**config.mk**
```make
export PLATFORM = sky130hd
export DESIGN_NAME = bram_load_scheduler
export DESIGN_NICKNAME = d
export VERILOG_FILES = /design/src/rtl/bram_load_scheduler.sv
export SDC_FILE = /design/constraint.sdc
export NUM_CORES = 1
export LEC_CHECK = 0
export CAP_MARGIN = 0
export CORE_ASPECT_RATIO = 1.2
export CORE_MARGIN = 4
export CORE_UTILIZATION = 30
export CTS_CLUSTER_DIAMETER = 200
export DETAILED_ROUTE_END_ITERATION = 8
export GPL_TIMING_DRIVEN = 0
export PLACE_DENSITY = 0.59
export SLEW_MARGIN = 20
export SYNTH_ARGS = -nofsm -noshare
export SYNTH_HDL_FRONTEND = slang
export SYNTH_SLANG_ARGS = --single-unit
```
**constraint.sdc**
```tcl
create_clock -name clk -period 3.7 [get_ports clk]
set_input_delay 1.11 -clock clk [delete_from_list [all_inputs] [get_ports clk]]
set_output_delay 1.11 -clock clk [all_outputs]
set_load 0.02 [all_outputs]
```
**src/rtl/bram_load_scheduler.sv**
```systemverilog
`default_nettype none
// ============================================================================
//  Module      : bram_load_scheduler
//  Description : Round-robin arbiter sharing one read-only parameter BRAM
//                between N_REQ burst loaders. One job runs at a time. The
//                block issues sequential reads, returns each word tagged with
//                the requester ID and word index, then pulses done.
//  Revision    : 1.0 - initial release
// ============================================================================
module bram_load_scheduler #(
    parameter int N_REQ      = 4,
    parameter int ID_W       = 2,
    parameter int W          = 8,
    parameter int ADDR_WIDTH = 18,
    parameter int LEN_W      = 10,
    parameter int RD_LAT     = 2
) (
    input  logic                        clk,
    input  logic                        rst,
    input  logic [N_REQ-1:0]            req,
    input  logic [N_REQ*ADDR_WIDTH-1:0] req_base,
    input  logic [N_REQ*LEN_W-1:0]      req_len,
    output logic [N_REQ-1:0]            grant,
    output logic [N_REQ-1:0]            done,
    output logic                        busy,
    output logic                        bram_en,
    output logic                        bram_ren,
    output logic [ADDR_WIDTH-1:0]       bram_addr,
    input  logic [W-1:0]                bram_dout,
    output logic                        rd_valid,
    output logic [W-1:0]                rd_data,
    output logic [ID_W-1:0]             rd_id,
    output logic [LEN_W-1:0]            rd_idx,
    output logic                        rd_last
);

    // Scheduler states
    localparam logic [1:0] c_ST_IDLE  = 2'd0;
    localparam logic [1:0] c_ST_ISSUE = 2'd1;
    localparam logic [1:0] c_ST_DRAIN = 2'd2;

    // Slot index reached by stepping 'off' places upward from 'ptr', wrapping at N_REQ
    function automatic logic [ID_W-1:0] f_rr_slot(input logic [ID_W-1:0] ptr, input int off);
        return ID_W'((int'(ptr) + off) % N_REQ);
    endfunction

    // ------------------------------------------------------------------------
    // Unpack the flat per-requester buses into arrays
    // ------------------------------------------------------------------------
    logic [ADDR_WIDTH-1:0] w_base [N_REQ];
    logic [LEN_W-1:0]      w_len  [N_REQ];

    for (genvar g = 0; g < N_REQ; g++) begin : g_unpack
        assign w_base[g] = req_base[g*ADDR_WIDTH +: ADDR_WIDTH];
        assign w_len[g]  = req_len[g*LEN_W +: LEN_W];
    end

    // ------------------------------------------------------------------------
    // Registered state
    // ------------------------------------------------------------------------
    logic [1:0]            r_state;
    logic                  r_busy;
    logic [ID_W-1:0]       r_rr;
    logic [ID_W-1:0]       r_id;
    logic [LEN_W-1:0]      r_len;
    logic [LEN_W-1:0]      r_cnt;
    logic [N_REQ-1:0]      r_grant;
    logic [N_REQ-1:0]      r_done;
    logic                  r_en;
    logic                  r_ren;
    logic [ADDR_WIDTH-1:0] r_addr;

    // Read tags travelling alongside the BRAM latency
    logic [RD_LAT-1:0]     r_pv;
    logic [RD_LAT-1:0]     r_plast;
    logic [LEN_W-1:0]      r_pidx [RD_LAT];

    // Registered return port
    logic                  r_rd_valid;
    logic [W-1:0]          r_rd_data;
    logic [ID_W-1:0]       r_rd_id;
    logic [LEN_W-1:0]      r_rd_idx;
    logic                  r_rd_last;

    // ------------------------------------------------------------------------
    // Combinational helpers
    // ------------------------------------------------------------------------
    logic                  w_found;
    logic [ID_W-1:0]       w_pick_id;
    logic [ADDR_WIDTH-1:0] w_pick_base;
    logic [LEN_W-1:0]      w_pick_len;
    logic                  w_issue_last;
    logic                  w_tail_valid;
    logic                  w_tail_last;
    logic [LEN_W-1:0]      w_tail_idx;
    logic [ID_W-1:0]       w_rr_next;

    // First requesting slot searching upward from the round-robin pointer
    always_comb begin
        w_found     = 1'b0;
        w_pick_id   = '0;
        w_pick_base = '0;
        w_pick_len  = '0;
        for (int i = 0; i < N_REQ; i++) begin
            if (!w_found && req[f_rr_slot(r_rr, i)]) begin
                w_found     = 1'b1;
                w_pick_id   = f_rr_slot(r_rr, i);
                w_pick_base = w_base[f_rr_slot(r_rr, i)];
                w_pick_len  = w_len[f_rr_slot(r_rr, i)];
            end
        end
    end

    // Burst bookkeeping and the word leaving the latency pipe this cycle
    always_comb begin
        w_issue_last = (r_cnt == r_len - LEN_W'(1));
        w_tail_valid = r_pv[RD_LAT-1];
        w_tail_last  = r_pv[RD_LAT-1] & r_plast[RD_LAT-1];
        w_tail_idx   = r_pidx[RD_LAT-1];
        w_rr_next    = (r_id == ID_W'(N_REQ - 1)) ? '0 : r_id + ID_W'(1);
    end

    // ------------------------------------------------------------------------
    // Job FSM: arbitrate in IDLE, stream addresses in ISSUE, wait in DRAIN
    // ------------------------------------------------------------------------
    always_ff @(posedge clk) begin
        if (rst) begin
            r_state <= c_ST_IDLE;
            r_busy  <= 1'b0;
            r_rr    <= '0;
            r_id    <= '0;
            r_len   <= '0;
            r_cnt   <= '0;
            r_grant <= '0;
            r_done  <= '0;
            r_en    <= 1'b0;
            r_ren   <= 1'b0;
            r_addr  <= '0;
        end else begin
            r_done <= '0;
            case (r_state)
                c_ST_IDLE: begin
                    if (w_found) begin
                        r_id    <= w_pick_id;
                        r_len   <= w_pick_len;
                        r_cnt   <= '0;
                        r_grant <= {{(N_REQ-1){1'b0}}, 1'b1} << w_pick_id;
                        r_en    <= 1'b1;
                        r_busy  <= 1'b1;
                        if (w_pick_len != '0) begin
                            r_ren   <= 1'b1;
                            r_addr  <= w_pick_base;
                            r_state <= c_ST_ISSUE;
                        end else begin
                            // Empty burst: straight to completion, no reads
                            r_state <= c_ST_DRAIN;
                        end
                    end
                end
                c_ST_ISSUE: begin
                    if (w_issue_last) begin
                        r_ren   <= 1'b0;
                        r_state <= c_ST_DRAIN;
                    end else begin
                        r_cnt  <= r_cnt + LEN_W'(1);
                        r_addr <= r_addr + ADDR_WIDTH'(1);
                    end
                end
                c_ST_DRAIN: begin
                    if (r_done != '0) begin
                        // Done cycle has been shown with grant still held; release now
                        r_grant <= '0;
                        r_en    <= 1'b0;
                        r_busy  <= 1'b0;
                        r_rr    <= w_rr_next;
                        r_state <= c_ST_IDLE;
                    end else if (r_len == '0 || w_tail_last) begin
                        // Aligned with the final word reaching the return port
                        r_done <= r_grant;
                    end
                end
                default: begin
                    r_state <= c_ST_IDLE;
                end
            endcase
        end
    end

    // Delay line carrying word index and last flag for each issued read
    always_ff @(posedge clk) begin
        if (rst) begin
            r_pv    <= '0;
            r_plast <= '0;
            for (int s = 0; s < RD_LAT; s++) begin
                r_pidx[s] <= '0;
            end
        end else begin
            r_pv[0]    <= r_ren;
            r_plast[0] <= r_ren & w_issue_last;
            r_pidx[0]  <= r_cnt;
            for (int s = 1; s < RD_LAT; s++) begin
                r_pv[s]    <= r_pv[s-1];
                r_plast[s] <= r_plast[s-1];
                r_pidx[s]  <= r_pidx[s-1];
            end
        end
    end

    // Capture returning BRAM data with its tags; idle fields are held at zero
    always_ff @(posedge clk) begin
        if (rst) begin
            r_rd_valid <= 1'b0;
            r_rd_data  <= '0;
            r_rd_id    <= '0;
            r_rd_idx   <= '0;
            r_rd_last  <= 1'b0;
        end else begin
            r_rd_valid <= w_tail_valid;
            r_rd_data  <= w_tail_valid ? bram_dout  : '0;
            r_rd_id    <= w_tail_valid ? r_id       : '0;
            r_rd_idx   <= w_tail_valid ? w_tail_idx : '0;
            r_rd_last  <= w_tail_last;
        end
    end

    // ------------------------------------------------------------------------
    // Outputs
    // ------------------------------------------------------------------------
    assign grant     = r_grant;
    assign done      = r_done;
    assign busy      = r_busy;
    assign bram_en   = r_en;
    assign bram_ren  = r_ren;
    assign bram_addr = r_addr;
    assign rd_valid  = r_rd_valid;
    assign rd_data   = r_rd_data;
    assign rd_id     = r_rd_id;
    assign rd_idx    = r_rd_idx;
    assign rd_last   = r_rd_last;

endmodule
`default_nettype wire

```
## Yosys cells after proc, flatten, opt, wreduce, memory -nomap -nowiden

Memory sizes are Yosys's and may differ from the RTL's. A register that Yosys moved wholly into a read port is not among the register bits.
Index checks and enable logic that the tools add are counted.

- Output and inout bits: 51
- Word-level logic and storage cells: 151
- Flip-flop bits (word level): 70
- Memories: 1
- Memory bits (writable): 20
- Input bits: 126

- Multiplexer cells: 76
- $add $sub $neg: 7
- Shift operators: 1
- $lt $le $gt $ge: 8
- Reduce and logical (&&, ||, !) cells: 22
- Equality and inequality tests: 9
- Bitwise gates (word level): 11

Memory list:

| memory | words | bits a word | read ports | clocked after memory_dff | write ports | line | text |
|---|---|---|---|---|---|---|---|
| r_pidx | 2 | 10 | 2 | 1 | 2 | 76 | `logic [LEN_W-1:0] r_pidx [RD_LAT];` |

Operator list:

| operator | number |
|---|---|
| $mux W18 | 15 |
| $mux W10 | 16 |
| $bmux W18 S2 | 4 |
| $bmux W10 S2 | 4 |
| $pmux W18 S2 | 1 |
| $pmux W10 S2 | 1 |
| $add A18 B1 Y18 const B | 1 |
| $mux W2 | 9 |
| $mux W1 | 16 |
| $ge A3 B3 Y1 const B | 4 |
| $lt A2 B3 Y1 const B | 4 |
| $not A2 Y3 | 4 |
| $add A10 B1 Y10 const B | 1 |
| $eq A10 B10 Y1 | 1 |
| $logic_not A10 Y1 | 1 |
| $ne A2 B2 Y1 const B | 5 |
| $reduce_bool A10 Y1 | 1 |
| $sub A10 B1 Y10 const B | 1 |
| $reduce_and A3 Y1 | 3 |
| $bmux W1 S2 | 4 |
| $mux W4 | 2 |
| $pmux W4 S2 | 1 |
| $reduce_and A4 Y1 | 2 |
| $pmux W2 S3 | 1 |
| 18 further kinds | 32 |

## Longest topological paths before layout

Gate-level depths: netlist of run 1.

- Depth in word-level cells: 16
- Depth in mapped cells: 14
- Mapped depth without buffers: 10

## Worst setup path after synthesis of run 1

No wires, ideal clock.

- Path kind: in2reg
- Start: input port req[1]
- End: register r_addr[12], in the netlist bram_addr[12]
- Library setup time: 116 ps
- Path buffers: 3
- Slack: 117 ps
- Stages: 10
- Data required time: 3,584 ps
- Data arrival time: 3,467 ps
- Path through: buf_4 -> or3b_1 -> a2111oi_4 -> or3_1 -> buf_4 -> a222oi_1 -> o41ai_2 -> a41oi_2 -> buf_4 -> a31o_2

- Longest elaborated chain between the ends: 15
- Elaborated cells between the ends (all ways): 33
- Classes of those cells: eq/ne: 2; mux: 23; reduce/logical: 8

Ends and longest elaborated chain:

| element | line | text |
|---|---|---|
| from (decl) | 20 | `input logic [N_REQ-1:0] req,` |
| $bmux W1 S2 | 105 | `if (!w_found && req[f_rr_slot(r_rr, i)]) begin` |
| $mux W1 (implied by the code) | 105 |  |
| $mux W1 | 105 |  |
| $logic_not A1 Y1 | 105 |  |
| $logic_and A1 B1 Y1 | 105 |  |
| $mux W1 | 105 |  |
| $logic_not A1 Y1 | 105 |  |
| $logic_and A1 B1 Y1 | 105 |  |
| $mux W1 | 105 |  |
| $logic_not A1 Y1 | 105 |  |
| $logic_and A1 B1 Y1 | 105 |  |
| $mux W10 or $mux W18 (tied branches) | 105 |  |
| $reduce_bool A10 Y1 or $mux W18 (tied branches) | 150 | `if (w_pick_len != '0) begin` |
| $ne A2 B2 Y1 (no source line) or $mux W18 (tied branches) | - |  |
| $reduce_and A4 Y1 (no source line) or $pmux W18 S2 (tied branches) | - |  |
| to (signal assigned) | 152 | `r_addr <= w_pick_base;` |
| to (signal assigned) | 166 | `r_addr <= r_addr + ADDR_WIDTH'(1);` |
| to (decl) | 71 | `logic [ADDR_WIDTH-1:0] r_addr;` |

Several ways; a longest one is shown, not always the timed one. The select of a mux whose other input is x is not followed.
A chain may end at the register's enable or synchronous reset.

## Worst setup path in the final report of run 1

- Start: input port req_len[0]
- End: register r_addr[0], in the netlist bram_addr[0]

- Longest elaborated chain between the ends: 10
- Elaborated cells between the ends (all ways): 19
- Classes of those cells: eq/ne: 1; mux: 16; reduce/logical: 2

Ends and longest elaborated chain:

| element | line | text |
|---|---|---|
| from (decl) | 22 | `input logic [N_REQ*LEN_W-1:0] req_len,` |
| $bmux W10 S2 | 109 | `w_pick_len = w_len[f_rr_slot(r_rr, i)];` |
| $mux W10 (implied by the code) (2 in series) | 109 |  |
| $mux W10 (3 in series) | 105 |  |
| $mux W10 * | 105 |  |
| $reduce_bool A10 Y1 * | 150 |  |
| $ne A2 B2 Y1 (no source line) * | - |  |
| $reduce_and A4 Y1 (no source line) * | - |  |

Every way passes the cells marked *; elsewhere a longest branch is shown, timed or not. The select of a mux whose other input is x is not followed.

==> impl_metrics.csv, run 1 <==
group,metric,value,unit
power,power.share.clock,0.270,
worst_hold_path,hold_path.class,"flip-flop to flip-flop",
placed_design,port-buffer-count,175,
setup_path,crit_path_top_delay_cell,"clkdlybuf4s50_1",
setup_path,max_stage_delay,0.51,ns
worst_hold_path,min_from,"r_pidx[1][8]$_SDFF_PP0_",
floorplanning,start_util,0.305,
setup_path,setup.worst_path.class,"primary input to flip-flop",
floorplanning,die_w,153,um
clocking,tritoncts,"done",
drt,first_iter_violations,739,
power,seqPwrFrac,0.369,
drt,viasPerCell,5.67,
sta,tightest_slew,0.767,ns
setup_path,r2r_cells,12,
drt,num_vias,7864,
clocking,htreeDepth,3,
sta,fin_crit,3.62,ns
drt,routed_wirelength,28000,um
clocking,numCtsBuffers,9,
global_routing,overflow,0,
clocking,cts.clk_slew.worst_paths,0.07,ns
logic_synthesis,netlist_area,7520,um2
power,pwr-share-comb,0.361,
sta,finalSetupViolations,0,
cells_and_area,multi_input_area,5220,um2
power,p_int,0.00229,W
sta,clock.fmax,276,MHz
placed_design,gp_congestion,0.944,
power,vdd_drop_max,0.000210,V
cells_and_area,fill_cells,2495,
sta,hold_viol,0,
setup_path,startpoint_type,"primary input",
logic_synthesis,async_flop_share,0,
logic_synthesis,syn_avg_cell_area,8.77,um2
sta,fin_skew,0.0101,ns
outcome,status,"completed",
drt,wl_per_cell,20.2,um
power,p_per_area,344,nW/um2
placed_design,place_hpwl,21900,um
power,total_power,0.00351,W
clocking,clock-root-buffer,"clkbuf_16",
setup_path,r2r_end,"bram_addr[6]$_SDFFE_PP0P_",
floorplanning,die_h,181,um
worst_hold_path,hold_depth,1,
setup_path,required,3.93,ns
run,drv_cap,0,
floorplanning,io_pins,177,
logic_synthesis,synth_ff_type,"dfxtp_1",
worst_hold_path,whs_endpoint,"rd_idx[8]$_SDFF_PP0_",
setup_path,cpMostUsedCell,"a21oi_1",
logic_synthesis,synth_area_leaders,"dfxtp_1 (27%), mux2i_1 (11%), mux4_2 (9.3%)",
drt,drt_pass1_iterations,5,
setup_path,r2r_start,"r_rr[0]$_SDFFE_PP0P_",
setup_path,arrival,3.86,ns
cells_and_area,layout_commonest_cell,"clkdlybuf4s50_1",
sta,period_share,0.979,
cells_and_area,regArea,2000,um2
cells_and_area,drive_gt1_frac,0.148,
clocking,insertion_delay,0.34,ns
sta,tns,0,ns
clocking,cts.path.max_buffers,2,
cells_and_area,final_nets,1183,
sta,rsz0062_at_grt,"false",
clocking,ctsHoldBuffers,0,
logic_synthesis,synth.distinct_cells,78,
logic_synthesis,synth-edff-count,0,
floorplanning,core-area,24700,um2
drt,drt.antenna.violating_nets,0,
setup_path,crit_family,"buffers and inverters",
setup_path,path_max_fanout,10,
power,switching_share,0.347,
logic_synthesis,ys_ff_latch,100,
logic_synthesis,yosysTopAreaCellShare,0.266,
global_routing,track_usage,0.194,
setup_path,crit_buf_inv,2,
floorplanning,die-area,27700,um2
sta,drv_slew,0,
logic_synthesis,synth_fp_nets,987,
floorplanning,floorplan.rows,63,
power,leakagePower,3.44,nW
drt,drcViolationCount,0,
logic_synthesis,synth-seq-area-share,0.266,
global_routing,grt_antenna_before_repair,3,
global_routing,grt_pass1_vias,7675,
global_routing,grt_pass1_wl,43400,um
clocking,clock_sinks,100,
setup_path,crit_chain,"clkdlybuf4s50_1 -> mux4_2 -> nor4_1 -> a21oi_1 -> a21oi_1 -> and4_2 -> a41oi_4 -> buf_2 -> a32o_1",
cells_and_area,syn_to_final_growth,35.7,%
logic_synthesis,yosys_warnings,0,
logic_synthesis,syn_inst,857,
sta,slew_headroom,0.487,
power,switching_power,0.00122,W
logic_synthesis,synth.largest_area_cell,"dfxtp_1",
global_routing,grt_max_degree,18,
cells_and_area,layout_common_cells,"clkdlybuf4s50_1 (172), dfxtp_1 (100), mux2i_1 (78)",
setup_path,endpoint_kind,"flip-flop",
setup_path,reg2reg_slack,0.18,ns
==> how the worst max path moves through the flow <==
stage / from / endpoint / slack [ns] / cells after the start
finish: req_len[0] / bram_addr[0]$_SDFFE_PP0P_ / 0.08 / 9
global route: req[2] / bram_addr[15]$_SDFFE_PP0P_ / 0.01 / 13
CTS: req[2] / bram_addr[17]$_SDFFE_PP0P_ / 0.03 / 13
detailed placement: req[2] / bram_addr[0]$_SDFFE_PP0P_ / -1.36 / 10
global placement: req[2] / bram_addr[0]$_SDFFE_PP0P_ / -1.30 / 10
floorplan: req[1] / bram_addr[12]$_SDFFE_PP0P_ / 0.12 / 10
==> cell families after synthesis <==
family                     after synthesis  share of synthesized area
buffers and inverters                   86                     0.0559
adders and majority gates                4                    0.00666
and+or+nand+nor                        269                      0.188
DFF                                    100                      0.266
AOI/OAI and AO/OA                      245                      0.228
xor gates and xnor gates                20                     0.0233
muxes                                  133                      0.232
==> power by group through the flow <==
stage / clock [W] / sequential (W) / combinational (W)
6_report: 0.000949 / 0.00130 / 0.00127
5_1_grt: 0.00101 / 0.00131 / 0.00137
4_1_cts: 0.000980 / 0.00130 / 0.00126
3_5_place_dp: 0 / 0.00132 / 0.00120
3_3_place_gp: 0 / 0.00132 / 0.00119
2_1_floorplan: 0 / 0.00136 / 0.000629
==> state kept, by name, summed over array words and instances (netlist names) <==
signal / count
r_pidx: 20
bram_addr: 18
r_cnt: 10
r_len: 10
rd_idx: 10
rd_data: 8
done: 4
grant: 4
r_id: 2
r_plast: 2
r_pv: 2
r_rr: 2
r_state: 2
rd_id: 2
bram_en: 1
bram_ren: 1
rd_last: 1
rd_valid: 1
==> metrics by stage <==
stage          cells  worst slack [ns]   util  hold WS, ns  cell area [um2]
3_3_place_gp    1357             -1.30  0.392        0.407             9680
6_report        1386            0.0781  0.414        0.424            10200
5_1_grt         1386            0.0140  0.414        0.439            10200
3_5_place_dp    1357             -1.36  0.392        0.410             9680
4_1_cts         1384            0.0281  0.413        0.426            10200
2_1_floorplan    857             0.117      -        0.406             7520
==> layout make-up <==
class,instances,share of cell area
diodes,3,0.000736
plain buffers,64,0.0365
clock buffers,9,0.0221
clock inverters,7,0.00736
inverters,21,0.00772
multi-input cells,671,0.511
flip-flops and latches,100,0.196
well taps,325,0.0398
repair buffers,186,0.179
==> Yosys cell counts (8+ instances only) <==
| cell | number |
|---|---|
| a211oi_1 | 10 |
| a21o_1 | 10 |
| a21oi_1 | 60 |
| a221oi_1 | 10 |
| a22o_1 | 8 |
| a22oi_1 | 9 |
| and2_1 | 29 |
| buf_2 | 16 |
| buf_4 | 11 |
| clkbuf_1 | 32 |
| dfxtp_1 | 100 |
| inv_1 | 20 |
| mux2_2 | 23 |
| mux2i_1 | 79 |
| mux4_2 | 31 |
| nand2_1 | 53 |
| nand3_1 | 25 |
| nor2_1 | 62 |
| nor2b_1 | 26 |
| nor3_1 | 10 |
| nor4_1 | 10 |
| o21ai_0 | 36 |
| o221ai_1 | 14 |
| o22ai_1 | 23 |
| or3_1 | 8 |
| xnor2_1 | 12 |
| xor2_1 | 8 |
==> repair_timing <==
| action | CTS | global route |
|---|---|---|
| buffers inserted | 10 | 0 |
| endpoints found under the setup margin | 40 | 23 |
| gates resized for setup | 32 | 18 |
| pin swaps | 8 | 1 |
| cloned | 1 | 0 |
==> metal layers <==
layer / wire length [um] / vias to the layer above / GRT usage
met5: 0 / - / 0
met4: 1180 / 0 / 0.0906
met3: 1560 / 68 / 0.0272
met2: 13700 / 342 / 0.331
met1: 11600 / 3775 / 0.244
li1: - / 3679 / -
Power figures use the tool's default switching activity.
==> run 2, diff against run 1 <==
--- a/constraint.sdc
+++ b/constraint.sdc
@@ -3,2 +3,2 @@
 set_output_delay 1.11 -clock clk [all_outputs]
-set_load 0.02 [all_outputs]
+set_load 0.005 [all_outputs]
==> results of run 2 <==
Same layout as run 1 (identical final DEF). Status: completed.
Among the figures that moved: total power 0.00351 W -> 0.00344 W; worst IR drop on VDD 0.000210 V -> 0.000209 V
